## src/rtl/sd_pkg.sv

```systemverilog
// Shared constants and state type for the SD block-transfer responder.
package sd_pkg;

  localparam int unsigned SECTOR_BYTES = 512;
  localparam int unsigned SECTOR_AW    = 9;

  typedef enum logic [2:0] {
    StIdle,
    StWait,
    StRdXfer,
    StWrXfer,
    StDone
  } sd_resp_state_t;

endpackage

```

## src/rtl/sd_block_responder.sv

```systemverilog
// HPS-side stand-in for the hps_io SD block protocol: answers sd_rd/sd_wr by
// streaming one 512-byte sector between an external byte store and the core's
// sector buffer, one byte per cycle, with a two-stage issue/complete pipeline.
module sd_block_responder
  import sd_pkg::*;
#(
  parameter int unsigned MEM_AW      = 16,
  parameter int unsigned ACK_LATENCY = 4
) (
  input  logic              clk_100m,
  input  logic              rst_n,
  input  logic [31:0]       sd_lba,
  input  logic              sd_rd,
  input  logic              sd_wr,
  output logic              sd_ack,
  output logic [8:0]        sd_buff_addr,
  output logic [7:0]        sd_buff_dout,
  output logic              sd_buff_wr,
  input  logic [7:0]        sd_buff_din,
  output logic [MEM_AW-1:0] mem_addr,
  output logic              mem_re,
  input  logic [7:0]        mem_rdata,
  output logic              mem_we,
  output logic [7:0]        mem_wdata,
  output logic              lba_err
);

  localparam int unsigned LbaW       = MEM_AW - SECTOR_AW;
  localparam logic [32:0] NumSectors = 33'(1) << LbaW;

  sd_resp_state_t         state_q;
  logic [7:0]             cnt_q;
  logic [LbaW-1:0]        lba_q;
  logic                   wr_dir_q;
  logic [SECTOR_AW:0]     idx_q;       // next byte to issue; MSB set once all 512 are issued
  logic                   pend_q;      // a byte issued last cycle completes this cycle
  logic [SECTOR_AW-1:0]   pend_idx_q;

  logic                   req;
  logic                   acc_err;
  logic                   start;
  logic                   issue;
  logic [SECTOR_AW-1:0]   issue_idx;
  logic                   issue_wr;
  logic                   issue_err;
  logic [LbaW-1:0]        issue_lba;

  // Both data paths forward the registered RAM outputs in the strobe cycle.
  assign sd_buff_dout = (sd_buff_wr && !lba_err) ? mem_rdata : 8'h00;
  assign mem_wdata    = mem_we ? sd_buff_din : 8'h00;

  // Decide whether a byte is issued this cycle; with zero latency the first
  // byte is issued straight from IDLE using the live request fields.
  always_comb begin
    req       = sd_rd | sd_wr;
    acc_err   = {1'b0, sd_lba} >= NumSectors;
    start     = ((state_q == StIdle) && req && (ACK_LATENCY == 0)) ||
                ((state_q == StWait) && (cnt_q == '0));
    issue     = start ||
                (((state_q == StRdXfer) || (state_q == StWrXfer)) && !idx_q[SECTOR_AW]);
    issue_idx = start ? '0 : idx_q[SECTOR_AW-1:0];
    issue_wr  = (state_q == StIdle) ? sd_wr : wr_dir_q;
    issue_err = (state_q == StIdle) ? acc_err : lba_err;
    issue_lba = (state_q == StIdle) ? sd_lba[LbaW-1:0] : lba_q;
  end

  // Request FSM plus the issue (stage 1) and complete (stage 2) byte pipeline.
  always_ff @(posedge clk_100m) begin
    if (!rst_n) begin
      state_q      <= StIdle;
      cnt_q        <= '0;
      lba_q        <= '0;
      wr_dir_q     <= 1'b0;
      idx_q        <= '0;
      pend_q       <= 1'b0;
      pend_idx_q   <= '0;
      sd_ack       <= 1'b0;
      sd_buff_addr <= '0;
      sd_buff_wr   <= 1'b0;
      mem_addr     <= '0;
      mem_re       <= 1'b0;
      mem_we       <= 1'b0;
      lba_err      <= 1'b0;
    end else begin
      sd_buff_wr <= 1'b0;
      mem_re     <= 1'b0;
      mem_we     <= 1'b0;
      pend_q     <= issue;
      pend_idx_q <= issue_idx;

      if (issue) begin
        idx_q <= {1'b0, issue_idx} + (SECTOR_AW + 1)'(1);
        if (issue_wr) begin
          sd_buff_addr <= issue_idx;
        end else begin
          mem_re   <= !issue_err;
          mem_addr <= {issue_lba, issue_idx};
        end
      end

      if (pend_q) begin
        if (wr_dir_q) begin
          mem_we   <= !lba_err;
          mem_addr <= {lba_q, pend_idx_q};
        end else begin
          sd_buff_wr   <= 1'b1;
          sd_buff_addr <= pend_idx_q;
        end
      end

      unique case (state_q)
        StIdle: begin
          if (req) begin
            wr_dir_q <= sd_wr;
            lba_q    <= sd_lba[LbaW-1:0];
            lba_err  <= acc_err;
            sd_ack   <= 1'b1;
            if (ACK_LATENCY == 0) begin
              state_q <= sd_wr ? StWrXfer : StRdXfer;
            end else begin
              state_q <= StWait;
              cnt_q   <= 8'(ACK_LATENCY - 1);
            end
          end
        end
        StWait: begin
          if (cnt_q == '0) begin
            state_q <= wr_dir_q ? StWrXfer : StRdXfer;
          end else begin
            cnt_q <= cnt_q - 8'd1;
          end
        end
        StRdXfer, StWrXfer: begin
          // Leave once the last byte has been issued and completed.
          if (idx_q[SECTOR_AW] && !pend_q) begin
            state_q <= StDone;
          end
        end
        StDone: begin
          sd_ack <= 1'b0;
          // Hold here while the request is still up so it is not served twice.
          if (!req) begin
            state_q <= StIdle;
          end
        end
        default: state_q <= StIdle;
      endcase
    end
  end

endmodule

```

## config.mk

```make
export PLATFORM = sky130hd
export DESIGN_NAME = sd_block_responder
export DESIGN_NICKNAME = d
export VERILOG_FILES = /design/src/rtl/sd_pkg.sv /design/src/rtl/sd_block_responder.sv
export SDC_FILE = /design/constraint.sdc
export NUM_CORES = 1
export LEC_CHECK = 0
export CORE_ASPECT_RATIO = 1.1
export CORE_UTILIZATION = 42
export CTS_CLUSTER_SIZE = 8
export DETAILED_ROUTE_END_ITERATION = 16
export GPL_ROUTABILITY_DRIVEN = 1
export PLACE_DENSITY = 0.73
export SLEW_MARGIN = 20
export SYNTH_ARGS = -nofsm -noshare
export SYNTH_HDL_FRONTEND = slang
export SYNTH_SLANG_ARGS = --single-unit
```

## constraint.sdc

```tcl
create_clock -name clk_100m -period 2.4 [get_ports clk_100m]
set_input_delay 0.24 -clock clk_100m [delete_from_list [all_inputs] [get_ports clk_100m]]
set_output_delay 0.24 -clock clk_100m [all_outputs]
set_load 0.1 [all_outputs]
```

==> results.cfg <==
[grt]
grt_first_pass_wirelength_um = 12100
grt_max_degree = 65
grt_util_all_layers_pct = 20.1
grt.overflow.total = 0
antenna_found_initial = 0
grt_pass1_vias = 2665

[placed_design]
io_buffers = 97
hpwlAfterDp_um = 5490
dp.cells = 523
postPlaceCellArea_mm2 = 0.00406
gp_congestion = 0.790

[floorplanning]
coreArea_mm2 = 0.00709
ios = 98
dieHeight_um = 92.0
rows = 32
start_util_pct = 43.7
die_w_um = 83.8
dieArea_mm2 = 0.00771

[worst_setup_path]
r2r_cells = 9
reg2reg_from = cnt_q[0]
worstSetupPathType = reg2reg
worstPathRequired_ps = 2640
worst_setup_path_start_kind = flip-flop
cp_data_arrival_time_ps = 2550
worstReg2RegEnd = idx_q[4]
worstSetupEndpointType = flip-flop
critical_path.max_fanout = 10
rrSetupSlack_ps = 90
crit_path_start = cnt_q[0]

[timing]
max_slew_margin_pct = 63.2
post-route-min-period_ps = 2310
finalSetupTns_ps = 0
finalSetupViolCount = 0
timing.final.crit_share_pct = 96.1
rsz0062_at_grt = yes
hold_viol = 0
fin_skew_ps = 10.2
fmax_ghz = 0.433
slew_violations = 0
tightest_slew_ps = 551

[logic_synthesis]
synth_fp_nets = 404
ys_seq_elements = 69
synth_ff_type = dfxtp_1
ys_warn_count = 0
avgSynthCellArea_um2 = 8.84
synthArstFlopShare_pct = 0
synth.yosys.seq_area_share_pct = 44.6
yosysUniqueCellTypes = 45
synthCells = 350
synth_edf_count = 0
syn_area_mm2 = 0.00309

[pwr]
power.density_mw_per_mm2 = 1230
seqPwrFrac_pct = 29.6
comb_power_share_pct = 50.1
peakVddDrop_uv = 662
p_int_mw = 2.97
finalPower_mw = 5.31
pwr-share-clk_pct = 20.3
p_sw_share_pct = 44.1
p_sw_mw = 2.34
leakage_nw = 1.75

[drt]
vias = 2852
drt-total-wl_um = 7510
dr.pass1.iters = 11
ant_nets = 0
dr.first_iter.drc_count = 203
drc = 13
routedWlPerCell_um = 13.9
vias_per_cell = 5.26

[clocking]
clock_sinks = 69
ctsRootBufferMaster = clkbuf_8
htree_num_levels = 3
cts.clk_slew.worst_paths_ps = 70
cts-buffers-inserted = 9
ctsHoldBuffers = 0
cts_tree = yes
clock_latency_ps = 350
clock_tree.buffer_depth = 2

[cells_and_area]
nets = 506
nFillCells = 634
layout-drive-gt1-share_pct = 21.2
layout_common_cells = dfxtp_1, buf_4, clkdlybuf4s50_1
syn_to_final_growth_pct = 40.2
final_common_cell = dfxtp_1
final_cells = 542
antennaDiodeCount = 0
final_area_mm2 = 0.00434
fin_util_pct = 61.2

[min_path]
worstHoldPathCells = 3
hp-start = sd_lba[3]
hold_path_class = in2reg
min_to = lba_q[3]

[run_status]
status = finished, violations left
violations = design-rule violations

[job]
drv_cap = 0
stage by stage:
step	hold WS (ps)	setup WS (ps)
finish	441	92.4
floorplan	385	23.1
detailed placement	447	44.8
CTS	427	19.5
global route	472	-21.4
global placement	443	109
layout make-up:
cell class	instances	area, um^2	area share [%]
repair buffers	114	1010	23.2
well taps	85	106	2.45
clock buffers	13	159	3.66
flip-flops and latches	69	1380	31.9
inverters	5	18.8	0.433
multi-input cells	253	1600	36.8
clock inverters	3	67.6	1.56
sequential cells by signal, summed over array words and instances (netlist names):
signal,cells
sd_buff_wr,1
wr_dir_q,1
state_q,3
mem_re,1
cnt_q,8
lba_q,7
lba_err,1
idx_q,10
pend_idx_q,9
mem_we,1
sd_ack,1
mem_addr,16
pend_q,1
sd_buff_addr,9
cells in the mapped netlist, types with 8 or more instances:
library cell	n	area, um^2
dfxtp_1	69	1380
xor2_1	10	87.6
a21oi_1	8	40.0
and2_1	20	125
a21boi_0	11	82.6
and3_1	12	75.1
o21ai_0	22	110
nor2_1	19	71.3
clkbuf_1	19	71.3
a211oi_2	8	100
nor2b_1	8	50.1
mux2i_1	9	90.1
nand2_1	48	180
nor3_1	18	90.1
kinds of logic (layout without fill, tap and decap cells):
kind of cell	Yosys count	in the layout	synth area share [%]
DFF	69	69	44.6
muxes	10	10	3.28
and+or+nand+nor	152	152	25.2
AOI/OAI and AO/OA	77	77	18.7
adders and majority gates	2	2	0.809
xor gates and xnor gates	12	12	3.40
buffers and inverters	28	135	3.96
worst max-delay path, stage by stage, from the launching register on:
cell and delay (ps):
dfxtp_2 340, inv_1 60, ha_2 170, or3b_2 450
or3_4 420, buf_12 150, buf_4 140, buf_4 160
nand2_1 210, nor2_1 80
power by group through the flow:
stage / Sequential [mW] / Combinational (mW) / Clock, mW
finish: 1.57 / 2.66 / 1.08
global route: 1.60 / 2.87 / 1.15
CTS: 1.57 / 2.60 / 1.11
detailed placement: 1.59 / 2.59 / 0
global placement: 1.59 / 2.56 / 0
floorplan: 2.14 / 1.39 / 0
routing by layer:
| metal | global-route usage [%] | part of all wire [%] | vias to the layer above |
|---|---|---|---|
| met4 | 9.91 | 1.5 | 0 |
| met3 | 6.21 | 5.5 | 8 |
| met2 | 35.8 | 51 | 69 |
| li1 | - | - | 1439 |
| met5 | 0 | 0 | - |
| met1 | 21.6 | 42 | 1336 |
how the worst max path moves through the flow:
stage	endpoint	slack, ps
after floorplan	idx_q[2]	20
after global placement	idx_q[2]	110
after detailed placement	idx_q[2]	40
after CTS	idx_q[2]	20
after global routing	mem_addr[4]	-20
final	idx_q[4]	90
what timing repair did:
action	4_1_cts	5_1_grt
gates resized for setup	0	3
buffers inserted	0	3
endpoints found under the setup margin	0	5
(Power assumes the default switching activity.)
